## src/rtl/booth_arb_pkg.sv

```systemverilog
// Shared types and defaults for the Booth multiplier arbiter.
// Latency: n/a (declarations only).
// Backpressure: n/a.
package booth_arb_pkg;

    typedef enum logic [1:0] {
        ST_IDLE  = 2'd0,
        ST_ISSUE = 2'd1,
        ST_WAIT  = 2'd2,
        ST_RESP  = 2'd3
    } state_e;

    localparam int NREQ_DEFAULT    = 4;
    localparam int ID_W            = $clog2(NREQ_DEFAULT);
    localparam int TIMEOUT_DEFAULT = 32;

endpackage

```

## src/rtl/rr_arbiter.sv

```systemverilog
// Round-robin picker: first asserted request at or after ptr, wrapping modulo NREQ.
// Latency: purely combinational.
// Backpressure: none; the caller decides when the grant is consumed.
module rr_arbiter
    import booth_arb_pkg::*;
#(
    parameter int NREQ = NREQ_DEFAULT,
    parameter int IDW  = $clog2(NREQ)
) (
    input  logic [NREQ-1:0] req_i,
    input  logic [IDW-1:0]  ptr_i,
    output logic [NREQ-1:0] gnt_o,
    output logic [IDW-1:0]  idx_o,
    output logic            vld_o
);

    int             cand;
    logic [IDW-1:0] cidx;

    // Walk from the farthest offset back to ptr so the nearest hit is the last write.
    always_comb begin
        gnt_o = '0;
        idx_o = '0;
        vld_o = 1'b0;
        cand  = 0;
        cidx  = '0;
        for (int off = NREQ - 1; off >= 0; off--) begin
            cand = int'(ptr_i) + off;
            if (cand >= NREQ) begin
                cand = cand - NREQ;
            end
            cidx = cand[IDW-1:0];
            if (req_i[cidx]) begin
                gnt_o       = '0;
                gnt_o[cidx] = 1'b1;
                idx_o       = cidx;
                vld_o       = 1'b1;
            end
        end
    end

endmodule

```

## src/rtl/booth_mul_arbiter.sv

```systemverilog
// Shares one sequential Booth multiplier among NREQ requesters, round-robin, with a done watchdog.
// Latency: accept T0, start T0+1, response T0+2+L (or T0+2+TIMEOUT on abort).
// Backpressure: rsp_ready low holds RESP and blocks all new grants.
module booth_mul_arbiter
    import booth_arb_pkg::*;
#(
    parameter int NREQ    = NREQ_DEFAULT,
    parameter int W       = 16,
    parameter int TIMEOUT = TIMEOUT_DEFAULT,
    parameter int IDW     = $clog2(NREQ)
) (
    input  logic              clk_i,
    input  logic              rst_ni,
    input  logic [NREQ-1:0]   req_valid_i,
    output logic [NREQ-1:0]   req_ready_o,
    input  logic [NREQ*W-1:0] req_x_i,
    input  logic [NREQ*W-1:0] req_y_i,
    output logic              mul_start_o,
    output logic [W-1:0]      mul_x_o,
    output logic [W-1:0]      mul_y_o,
    input  logic              mul_done_i,
    input  logic [2*W-1:0]    mul_out_i,
    output logic              rsp_valid_o,
    input  logic              rsp_ready_i,
    output logic [IDW-1:0]    rsp_id_o,
    output logic [2*W-1:0]    rsp_data_o,
    output logic              rsp_err_o
);

    localparam int CW = $clog2(TIMEOUT + 1);

    state_e         state_q, state_d;
    logic [IDW-1:0] ptr_q, ptr_d;
    logic [CW-1:0]  cnt_q, cnt_d;
    logic           mul_start_q, mul_start_d;
    logic [W-1:0]   mul_x_q, mul_x_d;
    logic [W-1:0]   mul_y_q, mul_y_d;
    logic           rsp_valid_q, rsp_valid_d;
    logic [IDW-1:0] rsp_id_q, rsp_id_d;
    logic [2*W-1:0] rsp_data_q, rsp_data_d;
    logic           rsp_err_q, rsp_err_d;

    logic [NREQ-1:0] arb_gnt;
    logic [IDW-1:0]  arb_idx;
    logic            arb_vld;

    rr_arbiter #(
        .NREQ (NREQ),
        .IDW  (IDW)
    ) u_rr (
        .req_i (req_valid_i),
        .ptr_i (ptr_q),
        .gnt_o (arb_gnt),
        .idx_o (arb_idx),
        .vld_o (arb_vld)
    );

    // Gated by reset so every output reads zero while reset is held.
    assign req_ready_o = (rst_ni && state_q == ST_IDLE) ? arb_gnt : '0;

    always_comb begin
        state_d     = state_q;
        ptr_d       = ptr_q;
        cnt_d       = cnt_q;
        mul_start_d = 1'b0;
        mul_x_d     = mul_x_q;
        mul_y_d     = mul_y_q;
        rsp_valid_d = rsp_valid_q;
        rsp_id_d    = rsp_id_q;
        rsp_data_d  = rsp_data_q;
        rsp_err_d   = rsp_err_q;
        case (state_q)
            ST_IDLE: begin
                if (arb_vld) begin
                    mul_x_d     = req_x_i[arb_idx*W +: W];
                    mul_y_d     = req_y_i[arb_idx*W +: W];
                    rsp_id_d    = arb_idx;
                    ptr_d       = (arb_idx == IDW'(NREQ - 1)) ? '0 : arb_idx + 1'b1;
                    mul_start_d = 1'b1;
                    state_d     = ST_ISSUE;
                end
            end
            ST_ISSUE: begin
                cnt_d   = '0;
                state_d = ST_WAIT;
            end
            ST_WAIT: begin
                cnt_d = cnt_q + 1'b1;
                // A done arriving on the final watchdog cycle still counts as success.
                if (mul_done_i) begin
                    rsp_data_d  = mul_out_i;
                    rsp_err_d   = 1'b0;
                    rsp_valid_d = 1'b1;
                    state_d     = ST_RESP;
                end else if (cnt_q == CW'(TIMEOUT - 1)) begin
                    rsp_data_d  = '0;
                    rsp_err_d   = 1'b1;
                    rsp_valid_d = 1'b1;
                    state_d     = ST_RESP;
                end
            end
            ST_RESP: begin
                if (rsp_ready_i) begin
                    rsp_valid_d = 1'b0;
                    state_d     = ST_IDLE;
                end
            end
            default: state_d = ST_IDLE;
        endcase
    end

    always_ff @(posedge clk_i or negedge rst_ni) begin
        if (!rst_ni) begin
            state_q     <= ST_IDLE;
            ptr_q       <= '0;
            cnt_q       <= '0;
            mul_start_q <= 1'b0;
            mul_x_q     <= '0;
            mul_y_q     <= '0;
            rsp_valid_q <= 1'b0;
            rsp_id_q    <= '0;
            rsp_data_q  <= '0;
            rsp_err_q   <= 1'b0;
        end else begin
            state_q     <= state_d;
            ptr_q       <= ptr_d;
            cnt_q       <= cnt_d;
            mul_start_q <= mul_start_d;
            mul_x_q     <= mul_x_d;
            mul_y_q     <= mul_y_d;
            rsp_valid_q <= rsp_valid_d;
            rsp_id_q    <= rsp_id_d;
            rsp_data_q  <= rsp_data_d;
            rsp_err_q   <= rsp_err_d;
        end
    end

    assign mul_start_o = mul_start_q;
    assign mul_x_o     = mul_x_q;
    assign mul_y_o     = mul_y_q;
    assign rsp_valid_o = rsp_valid_q;
    assign rsp_id_o    = rsp_id_q;
    assign rsp_data_o  = rsp_data_q;
    assign rsp_err_o   = rsp_err_q;

endmodule

```

## config.mk

```make
export PLATFORM = sky130hd
export DESIGN_NAME = booth_mul_arbiter
export DESIGN_NICKNAME = d
export VERILOG_FILES = /design/src/rtl/booth_arb_pkg.sv /design/src/rtl/rr_arbiter.sv /design/src/rtl/booth_mul_arbiter.sv
export SDC_FILE = /design/constraint.sdc
export NUM_CORES = 1
export LEC_CHECK = 0
export CAP_MARGIN = 10
export CORE_ASPECT_RATIO = 0.5
export CORE_MARGIN = 2
export CORE_UTILIZATION = 40
export CTS_BUF_LIST = sky130_fd_sc_hd__clkbuf_4 sky130_fd_sc_hd__clkbuf_8
export DETAILED_ROUTE_END_ITERATION = 8
export PLACE_DENSITY = 0.83
export SLEW_MARGIN = 20
export SYNTH_ARGS = -nofsm -noshare
export SYNTH_HDL_FRONTEND = slang
export SYNTH_SLANG_ARGS = --single-unit
export TNS_END_PERCENT = 5
```

## constraint.sdc

```tcl
create_clock -name clk_i -period 3.8 [get_ports clk_i]
set_clock_uncertainty 0.1 [all_clocks]
set_input_delay 0.76 -clock clk_i [delete_from_list [all_inputs] [get_ports clk_i]]
set_output_delay 0.76 -clock clk_i [all_outputs]
set_load 0.02 [all_outputs]
```

Word-level counts from Yosys, hierarchy flattened
Index checks and enable logic that the tools add are counted.
{"block": "totals", "elab_cells": 103, "regBits": 79, "inputBits": 168, "out_inout_bits": 73}
{"block": "classes", "add_sub_neg": 9, "order_cmp": 12, "mux": 49, "shifts": 2, "reduce_logical": 13, "n_eq_ne": 8}
{"cell": "indexed part select 64 x 7 -> 16 bit", "n": 2}
{"cell": "two-way mux 32 bit", "n": 2}
{"cell": "two-way mux 2 bit", "n": 13}
{"cell": "two-way mux 4 bit", "n": 5}
{"cell": "two-way mux 1 bit", "n": 18}
{"cell": "less-than comparator 2 x 3 -> 1 bit, second input constant", "n": 4}
{"cell": "case mux 6 bit (2 select lines)", "n": 1}
{"cell": ">= comparator 3 bit, second input constant", "n": 3}
{"cell": "binary-select mux 1 bit (select 2 bit)", "n": 4}
{"cell": "demux 1 bit (select 2 bit)", "n": 4}
{"cell": ">= comparator 2 x 1 -> 1 bit, second input constant", "n": 4}
{"cell": "case mux 2 bit (4 select lines)", "n": 1}
{"cell": "subtractor 2 x 1 -> 2 bit, second input constant", "n": 4}
{"cell": "adder 2 x 2 -> 3 bit, second input constant", "n": 2}
{"cell": "adder 6 x 1 -> 6 bit, second input constant", "n": 1}
{"cell": "equality test 2 bit, second input constant", "n": 3}
{"cell": "equality test 6 x 5 -> 1 bit, second input constant", "n": 1}
{"cell": "AND reduction 3 bit", "n": 2}
{"cell": "nonzero test 2 bit", "n": 3}
{"cell": "logical AND 1 bit", "n": 5}
{"cell": "inequality test 2 bit, second input constant", "n": 2}
{"cell": "AND reduction 2 bit", "n": 2}
{"cell": "adder 2 x 1 -> 3 bit, second input constant", "n": 1}
{"cell": ">= comparator 2 x 3 -> 1 bit, second input constant", "n": 1}
{"cell": "5 further kinds", "n": 5}

Depth between registers and ports, before layout
Gate-level depths: netlist (run 1).
{"block": "logic_depth", "ltp_word": 12, "mapped_depth": 12, "ltp_nobuf": 8}

By module
Synthesis (run 1) repeated with hierarchy kept, for this count alone.
{"block": "unflattened", "cells_unflattened": 417, "hier_area_um2": 4884.7}
{"mod": "booth_mul_arbiter", "cells_per_inst": 332, "area_per_inst_um2": 4201.5, "instances": 1, "seq_area_each_um2": 1976.9}
{"mod": "rr_arbiter", "cells_per_inst": 85, "area_per_inst_um2": 683.2, "instances": 1, "seq_area_each_um2": 0.0}

Least setup slack after synthesis (run 1)
Ideal clock, no wire load.
{"block": "synth_timing", "path_kind": "register to output", "startpoint": "reg ptr_q[1]", "endpoint": "out req_ready_o[2]", "t_required_ps": 2940, "stages_incl_launch_ff": 7, "t_arrival_ps": 2250, "slack_ps": 690, "n_path_buf": 1, "path_cell_list": "dfrtp_1 > clkbuf_1 > inv_1 > ha_1 > mux4_2 > nor2b_1 > o32ai_1"}
{"block": "synth_between", "elab_chain_cells": 12, "word_cells_on_any_way": 48, "classes_between": "add/sub: 7; order compare: 12; mux: 25; reduce/logical: 4"}
{"item": "from (decl)", "line": "booth_mul_arbiter.sv:33", "text": "logic [IDW-1:0] ptr_q, ptr_d;"}
{"item": "from (signal assigned)", "line": "booth_mul_arbiter.sv:126", "text": "ptr_q <= ptr_d;"}
{"item": "adder 2 x 2 -> 3 bit", "line": "rr_arbiter.sv:28", "text": "cand = int'(ptr_i) + off;"}
{"item": ">= comparator 3 bit or subtractor 2 x 1 -> 2 bit (tied branches)", "line": "rr_arbiter.sv:29, rr_arbiter.sv:30"}
{"item": "two-way mux 2 bit", "line": "rr_arbiter.sv:29", "text": "if (cand >= NREQ) begin"}
{"item": "less-than comparator 2 x 3 -> 1 bit (implied by the code) or >= comparator 2 x 1 -> 1 bit (tied branches)", "line": "rr_arbiter.sv:35", "text": "gnt_o[cidx] = 1'b1;"}
{"item": "logical AND 1 bit (implied by the code)", "line": "rr_arbiter.sv:35"}
{"item": "two-way mux 1 bit (implied by the code)", "line": "rr_arbiter.sv:35"}
{"item": "demux 1 bit (select 2 bit)"}
{"item": "two-way mux 4 bit (3 in series)", "line": "rr_arbiter.sv:33", "text": "if (req_i[cidx]) begin"}
{"item": "two-way mux 4 bit *", "line": "rr_arbiter.sv:33"}
{"item": "two-way mux 4 bit *", "line": "booth_mul_arbiter.sv:59", "text": "assign req_ready_o = (rst_ni && state_q == ST_IDLE) ? arb_gnt : '0;"}
{"item": "to (decl)", "line": "booth_mul_arbiter.sv:15", "text": "output logic [NREQ-1:0] req_ready_o,"}
Every way passes the cells marked *; elsewhere a longest branch is shown, timed or not. The select of a mux whose other input is x is not followed.

Worst setup path after layout (run 1)
{"block": "layout_timing", "startpoint": "in req_valid_i[3]", "endpoint": "out req_ready_o[2]"}
{"block": "layout_between", "elab_chain_cells": 7, "word_cells_on_any_way": 13, "classes_between": "mux: 13"}
{"item": "from (decl)", "line": "booth_mul_arbiter.sv:14", "text": "input logic [NREQ-1:0] req_valid_i,"}
{"item": "binary-select mux 1 bit (select 2 bit)", "line": "rr_arbiter.sv:33"}
{"item": "two-way mux 1 bit (implied by the code)", "line": "rr_arbiter.sv:33"}
{"item": "two-way mux 4 bit (3 in series)", "line": "rr_arbiter.sv:33"}
{"item": "two-way mux 4 bit *", "line": "rr_arbiter.sv:33"}
{"item": "two-way mux 4 bit *", "line": "booth_mul_arbiter.sv:59"}
Marked as above.

==> results of run 1 <==
## cell type report
| class | instances | area share |
|---|---|---|
| sequential | 79 | 0.275 |
| clock buffer | 10 | 0.0191 |
| multi-input combinational | 275 | 0.306 |
| tap | 140 | 0.0243 |
| clock inverter | 6 | 0.00800 |
| timing repair buffer | 262 | 0.362 |
| inverter | 10 | 0.00522 |
## sequential cells by signal (all words and copies together) (netlist names)
register     count
mul_start_o      1
mul_x_o         16
cnt_q            6
rsp_data_o      32
ptr_q            2
mul_y_o         16
rsp_id_o         2
rsp_valid_o      1
state_q          2
rsp_err_o        1
## per-layer routing
layer / track usage / up-vias / wire, microns
met5: 0 / - / 0
met4: 0.0486 / 0 / 156
met3: 0.0734 / 14 / 1020
met2: 0.416 / 150 / 6840
met1: 0.263 / 1958 / 5400
li1: - / 1967 / -
## layout by cell type, fill, tap and decap left out, drive strengths merged, types with 2 or more instances in the layout
master,instances
a211oi,28
a21boi,14
a21oi,5
a221oi,4
a22o,32
and2,3
buf,23
clkbuf,10
clkdlybuf4s50,235
dfrtp,79
dlygate4sd2,2
dlymetal6s2s,2
ha,12
inv,15
mux2i,53
mux4,3
nand2,35
nand2b,3
nand3,4
nand4,2
nor2,22
nor2b,7
o21ai,11
o221ai,18
o22ai,2
o32ai,4
or3,2
## final timing paths
| path | startpoint | slack [ns] | end | depth (start not counted) |
|---|---|---|---|---|
| max in group asynchronous | rst_ni | 2.63 | mul_x_o[9] | 3 |
| setup reg to reg | ptr_q[0] | 0.98 | mul_x_o[13] | 8 |
| min in group clk_i | rsp_id_o[0] | 0.39 | rsp_id_o[0] | 1 |
| hold / removal | rst_ni | 0.37 | rsp_data_o[28] | 2 |
| hold reg to reg | rsp_id_o[0] | 0.39 | rsp_id_o[0] | 1 |
| setup / recovery | req_valid_i[3] | 0.21 | req_ready_o[2] | 7 |
## stage by stage
stage	setup TNS, ns	utilization	hold slack (ns)
finish	0	0.689	0.365
global route	0	0.689	0.370
CTS	0	0.687	0.390
detailed placement	-0.0684	0.668	0.369
global placement	0	0.668	0.359
floorplan	0	-	0.364
## logic make-up after synthesis
kind of cell	share of synthesized area
compound gates	0.238
xor+xnor	0.00399
fa+ha+maj	0.0342
buf+inv	0.0470
flops	0.451
mux	0.139
simple gates	0.0878
## worst reg2reg max path, delay by kind of cell (launching register included)
| kind | cells | cell delay [ns] |
|---|---|---|
| AO/OA/AOI/OAI | 1 | 0.10 |
| adder cells (fa/ha/maj) | 1 | 0.38 |
| buffers and inverters | 2 | 0.34 |
| flip-flops | 1 | 0.35 |
| multiplexers | 2 | 0.69 |
| AND/OR/NAND/NOR | 2 | 0.72 |
## what timing repair did
action                                  in CTS  in global routing
setup buffers                                0                  0
endpoints found under the setup margin       2                  2
resized for setup                            2                  2
## report_power, final
group	total [mW]	internal, mW	switching, mW
clock network	0.622	0.273	0.349
registers	1.45	1.24	0.218
logic	3.77	1.81	1.96
==> summary.txt, run 1 <==
Status = completed
Family with the most delay on the worst path = buffers and inverters
Syn Area/Cell = 11.1 sq um
Starting DRC count in detailed routing = 158
Finished Cell Area = 7190 sq um
Placed cell count = 765
Setup ws final = 0.215 ns
Vias = 4,089
HP Class = in2async
Die area = 11,900 sq um
YS warnings = 0
WL per Instance = 17.2 microns
Max_cap viols = 0
ANT cells = 0
CTS clock-pin slew for the worst setup and hold paths = 0.09 ns
Leak = 3.08 nW
Rows = 26
Critical Path Fanout Max = 5
Buf+Inv Stages, Crit Path = 3
CP max stage cell = mux4_2
CP endpoint kind = output port
Core box area = 10,400 sq um
Synth Cell Area = 4390 sq um
Die width = 152 microns
Slew Limit Headroom = 0.301
IO buf count = 240
Final setup vio count = 0
Most frequent cell after synthesis = dfrtp_1
Layout cells sized above 1 = 0.0997
H-tree Lvls = 3
Post-Synthesis Cells = 395
Post-route insts no fill = 782
Ys async rst share = 1.00
Hold Vio Cnt, Final = 0
Final slew viol count = 0
Reg area = 1980 sq um
EDFF count, synth = 0
Final WL = 13,400 microns
Initial Util = 0.420
Worst-margin pin slew = 1.05 ns
Post-synth top cells = 79 x dfrtp_1, 53 x mux2i_1, 34 x nand2_1
Die height = 78.1 microns
Post-synthesis sequential area ratio = 0.451
Synthesis-to-layout area growth = 64.0%
Multi-input logic area = 2200 sq um
GPL Wtd Cong = 0.794
Synth cell types = 45
Crit-path cells = clkdlybuf4s50_1 -> buf_4 -> mux4_2 -> nor2b_4 -> a221oi_1 -> o32ai_1 -> dlygate4sd2_1
Max rail drop VDD = 0.450 mV
WS Path Type = in2out
Max clock buf depth = 2
Post-DP Area = 6980 sq um
Vias per inst = 5.23
Startpoint types = primary input
WP data required = 2.94 ns
Post-DP HPWL = 10,200 microns
Fin crit share = 0.943
CTS buffer count = 9
Tot Pwr = 5.85 mW
Root buf cell = clkbuf_8
Crit path arrival time = 2.73 ns
Drt first pass iters = 5
Vias in the first global route = 4,356
Worst slack, placed = -0.0510 ns
Syn_nets = 575
Cell Pwr Density = 813 nW/um^2
Post-CTS Hold Fix Bufs = 0
Seq cells post-synth = 79
Synth top area cells = dfrtp_1 45%, mux2i_1 12%, a22o_1 6.4%
Overflow after GRT = 0
Clk sink count = 79
Filler instances = 829
Ys flop type = dfrtp_1
Unrepaired setup endpoints after global routing = false
Area share of the largest cell type after synthesis = 0.451
First-pass GRT wire length = 21,800 microns
IO Pins = 241
Synth area leader = dfrtp_1
DRC violations left = 0
Layout Nets = 817
Antenna-violating nets left = 0
Largest net degree at the start of global routing = 80
Peak Freq = 279 MHz
CP peak stage delay = 0.45 ns
Initial antenna violation count = 0
Clk_lat worst skew = 0.35 ns
Min Tclk post-route = 3.59 ns
All-layer global routing usage = 0.227
CTS tree = built
Power figures use the tool's default switching activity.
==> inputs of run 2 (changes only) <==
--- a/config.mk
+++ b/config.mk
@@ -5,13 +5,14 @@
 export SDC_FILE = /design/constraint.sdc
 export NUM_CORES = 1
 export LEC_CHECK = 0
+export ABC_AREA = 1
 export CAP_MARGIN = 10
 export CORE_ASPECT_RATIO = 0.5
 export CORE_MARGIN = 2
-export CORE_UTILIZATION = 40
+export CORE_UTILIZATION = 42
 export CTS_BUF_LIST = sky130_fd_sc_hd__clkbuf_4 sky130_fd_sc_hd__clkbuf_8
 export DETAILED_ROUTE_END_ITERATION = 8
-export PLACE_DENSITY = 0.83
+export PLACE_DENSITY = 0.84
 export SLEW_MARGIN = 20
 export SYNTH_ARGS = -nofsm -noshare
 export SYNTH_HDL_FRONTEND = slang
==> run 2 against run 1 <==
  * Critical path depth up 3
  * Sequential power rose by 4%
  * Via count rose by 22%
  * Power rose by 13%
==> summary.txt, run 2 <==
Final slew viol count = 0 (unchanged)
Grt peak-use layer = met2 (unchanged)
Final setup vio count = 0 (unchanged)
Clk_lat worst skew = 0.36 ns (was 0.35 ns)
Cts repair resizes = 2 (unchanged)
Max_cap viols = 0 (unchanged)
Hold slack = 0.184 ns (was 0.365 ns)
Most frequent cells in the layout = 236 x clkdlybuf4s50_1, 167 x nand2_1, 99 x inv_1 (was 235 x clkdlybuf4s50_1, 79 x dfrtp_1, 53 x mux2i_1)
Largest net degree at the start of global routing = 61 (was 80)
Clk sink count = 79 (unchanged)
Status = completed (unchanged)
Unrepaired setup endpoints after global routing = false (unchanged)
Final WL = 15,100 microns (was 13,400 microns)
End of the worst register-to-register path = mul_x_o[2] (was mul_x_o[13])
First-pass GRT wire length = 23,900 microns (was 21,800 microns)
HP Class = in2async (unchanged)
Vias = 4,989 (was 4,089)
Post-DP Area = 7210 sq um (was 6980 sq um)
Max rail drop VDD = 0.508 mV (was 0.450 mV)
IO buf count = 240 (unchanged)
IO Pins = 241 (unchanged)
Root buf cell = clkbuf_8 (unchanged)
Synth area leader = dfrtp_1 (unchanged)
Min Tclk post-route = 3.63 ns (was 3.59 ns)
CTS buffer count = 9 (unchanged)
Initial Util = 0.431 (was 0.420)
CTS clock-pin slew for the worst setup and hold paths = 0.09 ns (about the same)
Ys flop type = dfrtp_1 (unchanged)
Flop-to-flop setup slack = 1.11 ns (was 0.98 ns)
Syn Area/Cell = 7.73 sq um (was 11.1 sq um)
Syn_nets = 793 (was 575)
Vias in the first global route = 4,857 (was 4,356)
Startpoint types = primary input (unchanged)
Rows = 27 (was 26)
Largest register FFs = 32 (unchanged)
Area share of the largest cell type after synthesis = 0.417 (was 0.451)
Fin crit share = 0.955 (was 0.943)
Initial antenna violation count = 0 (unchanged)
Die height = 79.1 microns (was 78.1 microns)
Post-route insts no fill = 990 (was 782)
Synth cell types = 34 (was 45)
Die area = 12,200 sq um (was 11,900 sq um)
WL per Instance = 15.3 microns (was 17.2 microns)
Post-DP HPWL = 11,400 microns (was 10,200 microns)
GR Util met2 = 0.448 (was 0.416)
RR Startpoint = ptr_q[0] (unchanged)
CP endpoint kind = output port (unchanged)
Slew Limit Headroom = 0.319 (was 0.301)
Core box area = 11,000 sq um (was 10,400 sq um)
ANT cells = 0 (unchanged)
WP data required = 2.94 ns (about the same)
Vias per inst = 5.04 (was 5.23)
Post-layout util = 0.676 (was 0.689)
Synth top area cells = dfrtp_1 42%, nand2_1 13%, inv_1 7.8% (was dfrtp_1 45%, mux2i_1 12%, a22o_1 6.4%)
WS Path Type = in2out (unchanged)
EDFF count, synth = 0 (unchanged)
Worst-margin pin slew = 1.02 ns (was 1.05 ns)
Antenna-violating nets left = 0 (unchanged)
Leak = 3.63 nW (was 3.08 nW)
Tot Pwr = 6.62 mW (was 5.85 mW)
Post-synth top cells = 167 x nand2_1, 99 x inv_1, 79 x dfrtp_1 (was 79 x dfrtp_1, 53 x mux2i_1, 34 x nand2_1)
Cell Pwr Density = 892 nW/um^2 (was 813 nW/um^2)
TNS Setup = 0 ns (unchanged)
Filler instances = 870 (was 829)
Layout Nets = 1,020 (was 817)
Met1 global-route usage = 0.289 (was 0.263)
Starting DRC count in detailed routing = 243 (was 158)
Max clock buf depth = 2 (unchanged)
# Post-CTS Setup Buffers = 0 (unchanged)
Post-CTS Hold Fix Bufs = 0 (unchanged)
Most common cell after layout, fill and taps aside = clkdlybuf4s50_1 (unchanged)
Synth Cell Area = 4740 sq um (was 4390 sq um)
Ys async rst share = 1.00 (unchanged)
Setup ws final = 0.171 ns (was 0.215 ns)
Synthesis-to-layout area growth = 56.6% (was 64.0%)
Critical Path Fanout Max = 4 (was 5)
Post-Synthesis Cells = 613 (was 395)
Drt first pass iters = 5 (unchanged)
Most frequent cell after synthesis = nand2_1 (was dfrtp_1)
Hold Vio Cnt, Final = 0 (unchanged)
Seq cells post-synth = 79 (unchanged)
Overflow after GRT = 0 (unchanged)
DRC violations left = 0 (unchanged)
YS warnings = 0 (unchanged)
Post-synthesis sequential area ratio = 0.417 (was 0.451)
Crit path arrival time = 2.77 ns (was 2.73 ns)
Layout cells sized above 1 = 0.0615 (was 0.0997)
Die width = 154 microns (was 152 microns)
H-tree Lvls = 3 (unchanged)
Peak Freq = 276 MHz (was 279 MHz)
Met3 usage = 0.0595 (was 0.0734)
FF-to-FF path depth = 16 (was 8)
Placed cell count = 974 (was 765)
GPL Wtd Cong = 0.887 (was 0.794)
All-layer global routing usage = 0.246 (was 0.227)
Worst slack, placed = 0.0649 ns (was -0.0510 ns)
CTS tree = built (unchanged)
Finished Cell Area = 7420 sq um (was 7190 sq um)
run 2: cell count changes after synthesis, sizes merged, moves of 14 or more:
cell and change:
nand2 +146, nand3b +14, o211ai +37, nand3 +66, inv +95, a21boi -14, a211oi -27, mux2i -53
o221ai -17
run 2: logic make-up (layout without fill, tap and decap cells):
family	count (synthesis)	in the layout	synth area share
adder cells (fa/ha/maj)	12	12	0.0317
AO/OA/AOI/OAI	98	98	0.154
flip-flops	79	79	0.417
buffers and inverters	137	369	0.123
AND/OR/NAND/NOR	287	287	0.274
run 2: worst max-delay path, stage by stage:
cell	delay, ns
clkdlybuf4s50_1	0.45
inv_1	0.06
nand2_1	0.08
nand2_1	0.09
o21ai_2	0.22
nand2_2	0.11
o221ai_1	0.19
nand2_1	0.07
a21oi_1	0.12
clkdlybuf4s50_1	0.61
run 2: routing by layer:
layer | share of wire | vias to the layer above
li1 | - | 2451
met1 | 0.40 | 2321
met2 | 0.51 | 177
met3 | 0.059 | 40
met4 | 0.029 | 0
met5 | 0 | -
run 2: layout make-up:
| cell class | count | area, sq um | share of cell area |
|---|---|---|---|
| clock buffers | 9 | 124 | 0.0167 |
| well taps | 145 | 181 | 0.0245 |
| inverters | 105 | 397 | 0.0535 |
| flip-flops and latches | 79 | 1980 | 0.267 |
| repair buffers | 248 | 2480 | 0.334 |
| multi-input cells | 397 | 2180 | 0.294 |
| clock inverters | 7 | 80.1 | 0.0108 |
run 2: power breakdown:
part	internal, mW	leakage [nW]	switching, mW	total (mW)
Sequential	1.25	0.982	0.253	1.51
Clock	0.311	0.0968	0.337	0.649
Combinational	1.77	2.55	2.69	4.46
run 2: worst max path at each step:
stage          slack [ns]            from        endpoint
2_1_floorplan        0.94        ptr_q[0]  req_ready_o[3]
3_3_place_gp         0.19  req_valid_i[2]  req_ready_o[3]
3_5_place_dp         0.06  req_valid_i[2]  req_ready_o[1]
4_1_cts              0.06  req_valid_i[2]  req_ready_o[1]
5_1_grt              0.07  req_valid_i[3]  req_ready_o[0]
6_report             0.17  req_valid_i[2]  req_ready_o[0]
==> inputs of run 3 (changes only) <==
--- a/config.mk
+++ b/config.mk
@@ -9,11 +9,12 @@
 export CAP_MARGIN = 10
 export CORE_ASPECT_RATIO = 0.5
 export CORE_MARGIN = 2
-export CORE_UTILIZATION = 42
+export CORE_UTILIZATION = 61
 export CTS_BUF_LIST = sky130_fd_sc_hd__clkbuf_4 sky130_fd_sc_hd__clkbuf_8
 export DETAILED_ROUTE_END_ITERATION = 8
-export PLACE_DENSITY = 0.84
-export SLEW_MARGIN = 20
+export DONT_BUFFER_PORTS = 1
+export PLACE_DENSITY = 0.77
+export SLEW_MARGIN = 10
 export SYNTH_ARGS = -nofsm -noshare
 export SYNTH_HDL_FRONTEND = slang
 export SYNTH_SLANG_ARGS = --single-unit
==> run 3 against run 2 <==
  * Final area fell by 34%
  * Non-clock buffer count fell by 243
  * Routed wire length fell by 23%
  * Largest cell class is now multi-input gates
  * Critical path type is now reg2out
==> summary.txt, run 3 (same netlist as run 2, synthesis figures left out) <==
Status = completed (unchanged)
CTS buffer count = 9 (unchanged)
Hold Vio Cnt, Final = 0 (unchanged)
Critical Path Fanout Max = 10 (was 4)
Post-route insts no fill = 698 (was 990)
CP peak stage delay = 0.57 ns (was 0.61 ns)
Most frequent cells in the layout = 167 x nand2_1, 99 x inv_1, 79 x dfrtp_1 (was 236 x clkdlybuf4s50_1, 167 x nand2_1, 99 x inv_1)
End of the worst register-to-register path = mul_y_o[4] (was mul_x_o[2])
Filler instances = 658 (was 870)
ANT cells = 0 (unchanged)
Reg area = 1980 sq um (about the same)
Final setup vio count = 0 (unchanged)
Vias per inst = 5.73 (was 5.04)
All-layer global routing usage = 0.273 (was 0.246)
Drt first pass iters = 4 (was 5)
Hold slack = 0.177 ns (was 0.184 ns)
Startpoint types = flip-flop (was primary input)
Initial antenna violation count = 0 (unchanged)
Vias in the first global route = 3,513 (was 4,857)
Crit-path cells = inv_2 -> ha_1 -> o21ai_2 -> nand2_2 -> o21ai_0 -> a21oi_1 -> a211oi_1 (was clkdlybuf4s50_1 -> inv_1 -> nand2_1 -> nand2_1 -> o21ai_2 -> nand2_2 -> o221ai_1 -> nand2_1 -> a21oi_1 -> clkdlybuf4s50_1)
WS Path Type = reg2out (was in2out)
Multi-input logic area = 2180 sq um (unchanged)
CTS tree = built (unchanged)
Rows = 22 (was 27)
CP endpoint kind = output port (unchanged)
Core box area = 7430 sq um (was 11,000 sq um)
FF-to-FF path depth = 13 (was 16)
Most common cell after layout, fill and taps aside = nand2_1 (was clkdlybuf4s50_1)
Die height = 66.3 microns (was 79.1 microns)
IO Pins = 241 (unchanged)
Worst-margin pin slew = 0.971 ns (was 1.02 ns)
Post-DP HPWL = 8410 microns (was 11,400 microns)
CP max stage cell = dfrtp_1 (was clkdlybuf4s50_1)
Tot Pwr = 5.54 mW (was 6.62 mW)
Crit path arrival time = 2.65 ns (was 2.77 ns)
Root buf cell = clkbuf_8 (unchanged)
WL per Instance = 16.7 microns (was 15.3 microns)
Starting DRC count in detailed routing = 246 (was 243)
TNS Setup = 0 ns (unchanged)
Layout Nets = 777 (was 1,020)
Peak Freq = 285 MHz (was 276 MHz)
Post-layout util = 0.663 (was 0.676)
WP data required = 2.94 ns (about the same)
# Post-CTS Setup Buffers = 0 (unchanged)
Die width = 129 microns (was 154 microns)
Max clock buf depth = 2 (unchanged)
Max_cap viols = 0 (unchanged)
IO buf count = 0 (was 240)
RR Startpoint = ptr_q[0] (unchanged)
Slew Limit Headroom = 0.352 (was 0.319)
Cell Pwr Density = 1120 nW/um^2 (was 892 nW/um^2)
Die area = 8530 sq um (was 12,200 sq um)
CTS clock-pin slew for the worst setup and hold paths = 0.09 ns (about the same)
Initial Util = 0.637 (was 0.431)
Clk_lat worst skew = 0.36 ns (about the same)
Leak = 2.65 nW (was 3.63 nW)
Largest register FFs = 32 (unchanged)
Flop-to-flop setup slack = 0.81 ns (was 1.11 ns)
Min Tclk post-route = 3.51 ns (was 3.63 ns)
Placed cell count = 681 (was 974)
DRC violations left = 0 (unchanged)
Overflow after GRT = 0 (unchanged)
GPL Wtd Cong = 0.891 (was 0.887)
Max rail drop VDD = 0.635 mV (was 0.508 mV)
Largest net degree at the start of global routing = 80 (was 61)
Cts repair resizes = 0 (was 2)
Synthesis-to-layout area growth = 4.09% (was 56.6%)
Vias = 3,998 (was 4,989)
HP Class = in2async (unchanged)
Final WL = 11,600 microns (was 15,100 microns)
Unrepaired setup endpoints after global routing = false (unchanged)
Antenna-violating nets left = 0 (unchanged)
Clk sink count = 79 (unchanged)
Layout cells sized above 1 = 0.0764 (was 0.0615)
Fin crit share = 0.923 (was 0.955)
H-tree Lvls = 3 (unchanged)
Final slew viol count = 0 (unchanged)
First-pass GRT wire length = 17,800 microns (was 23,900 microns)
## run 3: power breakdown
group	total (mW)	internal, mW	switching, mW
clock network	0.598	0.263	0.335
logic	2.94	1.01	1.93
registers	2.01	1.25	0.760
## run 3: worst max-delay path by stage
stage          slack (ns)  cells after the start              to     start
2_1_floorplan        0.94                      7  req_ready_o[3]  ptr_q[0]
3_3_place_gp         0.78                      7  req_ready_o[3]  ptr_q[0]
3_5_place_dp         0.70                      7  req_ready_o[3]  ptr_q[0]
4_1_cts              0.29                      7  req_ready_o[3]  ptr_q[0]
5_1_grt              0.05                      7  req_ready_o[3]  ptr_q[0]
6_report             0.29                      7  req_ready_o[3]  ptr_q[0]
## run 3: timing repair
action                     in CTS  in global routing
setup endpoints to repair       0                  0
hold buffers                    1                  0
hold endpoints to repair       79                  0
## run 3: routing by layer
metal	wire [microns]	share of wire	track usage	vias up
li1	-	-	-	1974
met1	4660	0.40	0.334	1851
met2	5660	0.49	0.447	153
met3	1090	0.094	0.109	20
met4	222	0.019	0.0856	0
met5	0	0	0	-
## run 3: critical path: cells and delay by family, from the launching register on
kind	cells	cell delay, ns
compound gates	4	1.04
flops	1	0.57
buf+inv	1	0.19
simple gates	1	0.10
fa+ha+maj	1	0.38
## run 3: per-stage QoR
step	setup slack, ns	area [sq um]
floorplan	0.940	4740
finish	0.293	4930
CTS	0.286	4930
global route	0.0527	4930
detailed placement	0.704	4710
global placement	0.780	4710
## run 3: layout make-up
class                           count  area share
Timing Repair Buffer                5      0.0142
Clock inverter                      6      0.0104
Sequential cell                    79       0.401
Inverter                          105      0.0804
Tap cell                           96      0.0244
Clock buffer                       10      0.0279
Multi-Input combinational cell    397       0.442
